===== src/rtl/execute_cycle.sv =====
// Execute stage: operand forwarding, ALU, branch decision/target and the EX/MEM
// pipeline register whose ALU result also feeds back as the Memory-stage forward source.
module execute_cycle #(
  parameter int XLEN = 32
) (
  input  logic            clk,
  input  logic            rst,
  input  logic            RegWriteE,
  input  logic            MemWriteE,
  input  logic            BranchE,
  input  logic            ALUSrcE,
  input  logic [1:0]      ResultSrcE,
  input  logic [2:0]      ALUControlE,
  input  logic [XLEN-1:0] RD1_E,
  input  logic [XLEN-1:0] RD2_E,
  input  logic [XLEN-1:0] Imm_Ext_E,
  input  logic [XLEN-1:0] PCE,
  input  logic [XLEN-1:0] PCPlus4E,
  input  logic [4:0]      RD_E,
  input  logic [XLEN-1:0] ResultW,
  input  logic [1:0]      ForwardA_E,
  input  logic [1:0]      ForwardB_E,
  output logic            PCSrcE,
  output logic [XLEN-1:0] PCTargetE,
  output logic            RegWriteM,
  output logic            MemWriteM,
  output logic [1:0]      ResultSrcM,
  output logic [4:0]      RD_M,
  output logic [XLEN-1:0] PCPlus4M,
  output logic [XLEN-1:0] WriteDataM,
  output logic [XLEN-1:0] ALU_ResultM
);

  logic [XLEN-1:0] src_a;
  logic [XLEN-1:0] fwd_b;
  logic [XLEN-1:0] src_b;
  logic [XLEN-1:0] alu_result;
  logic            zero;

  // Select 11 is illegal and falls back to the register-file value.
  always_comb begin
    src_a = RD1_E;
    case (ForwardA_E)
      2'b01:   src_a = ResultW;
      2'b10:   src_a = ALU_ResultM;
      default: src_a = RD1_E;
    endcase
  end

  always_comb begin
    fwd_b = RD2_E;
    case (ForwardB_E)
      2'b01:   fwd_b = ResultW;
      2'b10:   fwd_b = ALU_ResultM;
      default: fwd_b = RD2_E;
    endcase
  end

  assign src_b = ALUSrcE ? Imm_Ext_E : fwd_b;

  always_comb begin
    alu_result = '0;
    case (ALUControlE)
      3'b000: alu_result = src_a + src_b;
      3'b001: alu_result = src_a - src_b;
      3'b010: alu_result = src_a & src_b;
      3'b011: alu_result = src_a | src_b;
      3'b100: alu_result = src_a ^ src_b;
      3'b101: alu_result = {{(XLEN-1){1'b0}}, ($signed(src_a) < $signed(src_b))};
      3'b110: alu_result = src_a << src_b[4:0];
      3'b111: alu_result = src_a >> src_b[4:0];
      default: alu_result = '0;
    endcase
  end

  assign zero      = (alu_result == '0);
  assign PCSrcE    = zero & BranchE;
  assign PCTargetE = PCE + Imm_Ext_E;

  // Stores write the forwarded rs2 value, not the immediate-muxed SrcB.
  always_ff @(posedge clk or negedge rst) begin
    if (!rst) begin
      RegWriteM   <= 1'b0;
      MemWriteM   <= 1'b0;
      ResultSrcM  <= 2'b00;
      RD_M        <= 5'd0;
      PCPlus4M    <= '0;
      WriteDataM  <= '0;
      ALU_ResultM <= '0;
    end else begin
      RegWriteM   <= RegWriteE;
      MemWriteM   <= MemWriteE;
      ResultSrcM  <= ResultSrcE;
      RD_M        <= RD_E;
      PCPlus4M    <= PCPlus4E;
      WriteDataM  <= fwd_b;
      ALU_ResultM <= alu_result;
    end
  end

endmodule


===== config.mk =====
export PLATFORM = sky130hd
export DESIGN_NAME = execute_cycle
export DESIGN_NICKNAME = d
export VERILOG_FILES = /design/src/rtl/execute_cycle.sv
export SDC_FILE = /design/constraint.sdc
export NUM_CORES = 1
export LEC_CHECK = 0
export BUFFER_PORTS_ARGS = -buffer_cell sky130_fd_sc_hd__buf_2
export CORE_MARGIN = 2
export CORE_UTILIZATION = 45
export DETAILED_ROUTE_END_ITERATION = 6
export HOLD_SLACK_MARGIN = 0.12
export PLACE_DENSITY_LB_ADDON = 0.25
export SLEW_MARGIN = 25
export SYNTH_ARGS = -nofsm -noshare
export SYNTH_HDL_FRONTEND = slang
export SYNTH_SLANG_ARGS = --single-unit

===== constraint.sdc =====
create_clock -name clk -period 8.55 [get_ports clk]
set_input_delay 1.2825 -clock clk [delete_from_list [all_inputs] [get_ports clk]]
set_output_delay 1.2825 -clock clk [all_outputs]
set_load 0.1 [all_outputs]

==> results.txt <==
----------------------------------------------------
[Worst setup path]
  Worst endpoint data arrival time ... 7.04 ns
  Type of element capturing the critical path ... primary output
  Ordered list of cells on the worst path ... buf_2, inv_1, ha_2, buf_4, buf_4, o21ai_0, inv_1, mux2i_1, a22oi_2, o21ai_1, a222oi_1, nand4b_1, or4_1, or4_1, nor4_2, nand4b_1, or4_4, nor4b_4, buf_12
  Minimum setup slack among reg-to-reg paths ... 3.76 ns
  Crit path max fanout ... 38
  Depth of the most critical reg-to-reg path ... 18
  Endpoint of the lowest-slack register-to-register path ... ALU_ResultM[28]
  CP peak stage delay ... 0.57 ns
  Critical setup path kind ... in2out
  Critical Path RT ... 7.27 ns
  Critical R2R Launch ... ALU_ResultM[0]
  Critical Path Start ... ForwardA_E[0]
  Critical Path Slowest Stage Cell ... sky130_fd_sc_hd__or4_1
  Element type at the critical path start ... primary input

[Logic synthesis]
  Count of flip-flops with a built-in enable after synthesis ... 0
  Cells after Synth ... 1,905
  Most frequent cell after synthesis ... sky130_fd_sc_hd__nand2_1
  Mapped cell area ... 13,930 um2
  Flip-flop and latch count after synthesis ... 105
  Post-synthesis net count ... 2,252
  Number of warning messages in the yosys log ... 0
  Most frequently used flop master after synthesis ... sky130_fd_sc_hd__dfrtp_1
  Library cell with the largest summed area after synthesis ... sky130_fd_sc_hd__dfrtp_1
  Async set or reset register ratio after synthesis ... 100.0%
  Avg Synthesized Cell Area ... 7.315 um2
  Leading cell types by count after synthesis ... 191 x sky130_fd_sc_hd__nand2_1, 185 x sky130_fd_sc_hd__nor2_1, 140 x sky130_fd_sc_hd__a21oi_1, 140 x sky130_fd_sc_hd__inv_1, 132 x sky130_fd_sc_hd__ha_1
  Area contributors post-synth ... sky130_fd_sc_hd__dfrtp_1 19%, sky130_fd_sc_hd__ha_1 12%, sky130_fd_sc_hd__mux2i_1 6.2%
  Seq/Total Area, Yosys ... 18.86%
  Number of distinct standard cells referenced by the synthesized netlist ... 85
  Proportion of netlist area held by the largest area contributor ... 18.86%

[Layout]
  Number of filler cells placed in the layout ... 3,053
  Post-layout instance count excluding filler cells ... 2,655
  Total non-filler cell area in the finished layout ... 16,880 um2
  Fraction of layout cells with a size suffix above 1 ... 23.04%
  Fin util ... 55.33%
  Area growth from synthesis to final layout ... 21.15%
  Post-layout nets ... 2,595

[Die]
  Chip Width ... 180.0 um
  Core area ... 30,510 um2
  Die Y ... 180.0 um
  Die Outline Area ... 32,390 um2
  Standard-cell rows ... 64
  Initial core utilization ... 45.67%
  Number of I/O pins ... 350

[Timing]
  Setup repair after global routing missed its margin ... no
  Worst hold margin ... 0.7108 ns
  Setup ws final ... 0.2285 ns
  Headroom to the max-slew limit ... 26.83%
  Final number of max-transition violations ... 0
  Total negative slack ... 0 ns
  # setup viols final ... 0
  Final Skew ... 0.008444 ns
  Share of the cycle needed by the critical path after routing ... 97.33%
  Max frequency ... 0.1202 GHz
  Final Critical Period ... 8.321 ns
  Number of failing hold endpoints at the final stage ... 0
  Slew of the pin with the lowest slew margin ... 1.091 ns

[CTS]
  Skew-Pair Late Insertion Delay ... 0.37 ns
  Root buffer cell ... sky130_fd_sc_hd__clkbuf_16
  CTS Buffer Depth ... 2
  Clock tree from TritonCTS ... yes
  Clock Pin Slew Worst Setup and Hold Paths ... 0.08 ns
  Total clock buffers created by CTS ... 9
  Number of H-tree levels ... 3
  CTS Sinks ... 105

[Global routing]
  Global-route wire length before repair ... 104,400 um
  Aggregate global-route resource usage ... 42.18%
  GRT Residual Overflow ... 0
  Number of global-route vias before repair ... 16,170
  Largest net degree at the start of global routing ... 58
  Number of antenna violations at the first check in global routing ... 6

[Flow run]
  Max cap viols ... 0

[Worst hold path]
  Worst hold path startpoint ... ALU_ResultM[15]
  Worst hold path cell count ... 4
  Hold crit path type ... reg2reg
  Destination of the worst hold path ... WriteDataM[15]

[Status]
  Result of the run ... complete, no violations

[Drt]
  Initial DRC Count ... 2,495
  Post-route ant nets ... 0
  Sum of met2 wire segment lengths after detailed routing ... 31,020 um
  Routed wire length on met3 ... 8788 um
  Vias ... 17,360
  Wirelength per Cell ... 26.92 um
  Wire length on met1 ... 28,610 um
  Final WL ... 71,460 um
  Via/cell ratio ... 6.537
  1st-pass router iterations ... 6
  Final routed DRC violation total ... 0
  Max layer used ... met4

[Place]
  DPL Wire Length ... 57,980 um
  Count of port buffers added during placement ... 349
  DP Worst Slack ... 0.01324 ns
  Last weighted congestion value of the routability-driven placer ... 1.086
  Standard cell area after detailed placement ... 16,520 um2
  Number of placed cells counting well taps ... 2,632

[Power]
  Total power consumption of the routed design ... 3.636 mW
  Ratio of total power to cell area ... 215.4 nW/um2
  Max rail drop VDD ... 109.5 uV
  Leakage component of the power ... 8.144 nW

----------------------------------------------------
[layer usage]
metal | vias up | track usage (%)
li1 | 7672 | -
met1 | 8234 | 56.47
met2 | 1251 | 65.03
met3 | 200 | 10.33
met4 | 0 | 17.20
met5 | - | 0
[power breakdown]
part / leakage (nW) / internal, mW / switching (mW)
sequential: 1.27 / 0.563 / 0.0585
clock: 0.150 / 0.237 / 0.224
combinational: 6.72 / 0.658 / 1.90
[registers in the layout, indices dropped and copies added, names as in the netlist]
name,cells
PCPlus4M,32
RD_M,5
MemWriteM,1
ALU_ResultM,32
ResultSrcM,2
RegWriteM,1
WriteDataM,32
[layout make-up]
| class | count | area [um2] | share of cell area, % |
|---|---|---|---|
| multi-input combinational | 1534 | 10310 | 61.10 |
| sequential | 105 | 2628 | 15.56 |
| timing repair buffer | 455 | 2564 | 15.19 |
| inverter | 143 | 544.3 | 3.224 |
| tap | 396 | 495.5 | 2.935 |
| clock buffer | 9 | 225.2 | 1.334 |
| clock inverter | 7 | 95.09 | 0.5633 |
| antenna | 6 | 15.01 | 0.08894 |
[placed cells by master, fill, tap and decap left out, types with 8 or more instances in the layout]
cell type                     n
sky130_fd_sc_hd__o31a_1       8
sky130_fd_sc_hd__buf_4      106
sky130_fd_sc_hd__nand2_1    191
sky130_fd_sc_hd__nor3_1      50
sky130_fd_sc_hd__o31ai_1      9
sky130_fd_sc_hd__o22ai_1     52
sky130_fd_sc_hd__clkbuf_16    9
sky130_fd_sc_hd__nand3_1     47
sky130_fd_sc_hd__or2_2       10
sky130_fd_sc_hd__o21bai_1    11
sky130_fd_sc_hd__dfrtp_1    105
sky130_fd_sc_hd__a22oi_1     74
sky130_fd_sc_hd__o21a_1      21
sky130_fd_sc_hd__o211ai_1    36
sky130_fd_sc_hd__and2_1      11
sky130_fd_sc_hd__xnor2_1     34
sky130_fd_sc_hd__ha_1       128
sky130_fd_sc_hd__nand2b_1    14
sky130_fd_sc_hd__nand4_1      9
sky130_fd_sc_hd__a211o_1      8
sky130_fd_sc_hd__a21oi_1    140
sky130_fd_sc_hd__o221ai_1    11
sky130_fd_sc_hd__a31oi_1     15
sky130_fd_sc_hd__xor2_1      10
sky130_fd_sc_hd__o21ai_0    122
sky130_fd_sc_hd__o21ai_1      9
sky130_fd_sc_hd__nor2_1     184
sky130_fd_sc_hd__a211oi_1    24
sky130_fd_sc_hd__and3_1      13
sky130_fd_sc_hd__mux2i_1     86
sky130_fd_sc_hd__buf_2      347
sky130_fd_sc_hd__inv_1      140
sky130_fd_sc_hd__or3_1       10
sky130_fd_sc_hd__nor2b_1     17
sky130_fd_sc_hd__a21o_1      26
sky130_fd_sc_hd__a222oi_1     8
sky130_fd_sc_hd__a221oi_1    19
[what timing repair did]
action / in CTS / in global routing
endpoints found under the hold margin: 0 / 0
endpoints found under the setup margin: 0 / 1
resized for setup: 0 / 8
setup buffers: 0 / 1
hold buffers: 0 / 0
[critical path, delay by kind of cell]
| kind | cells | cell delay, ns |
|---|---|---|
| AO/OA/AOI/OAI | 4 | 1.39 |
| adder cells (fa/ha/maj) | 1 | 0.31 |
| buffers and inverters | 6 | 1.32 |
| multiplexers | 1 | 0.21 |
| AND/OR/NAND/NOR | 7 | 2.47 |
[worst max-delay path by stage]
stage / endpoint
floorplan: PCSrcE
global placement: PCSrcE
detailed placement: PCSrcE
CTS: PCSrcE
global route: PCSrcE
finish: PCSrcE
[logic make-up (layout without fill, tap and decap cells)]
logic type / after synthesis / count (layout) / share of synthesized area, %
adder cells (fa/ha/maj): 135 / 135 / 12.28
multiplexers: 93 / 93 / 6.986
AO/OA/AOI/OAI: 678 / 678 / 32.54
flip-flops: 105 / 105 / 18.86
other: 0 / 6 / 0
XOR/XNOR: 44 / 44 / 2.766
buffers and inverters: 266 / 614 / 7.641
AND/OR/NAND/NOR: 584 / 584 / 18.93
No activity file was read; power rests on OpenSTA's default activity.
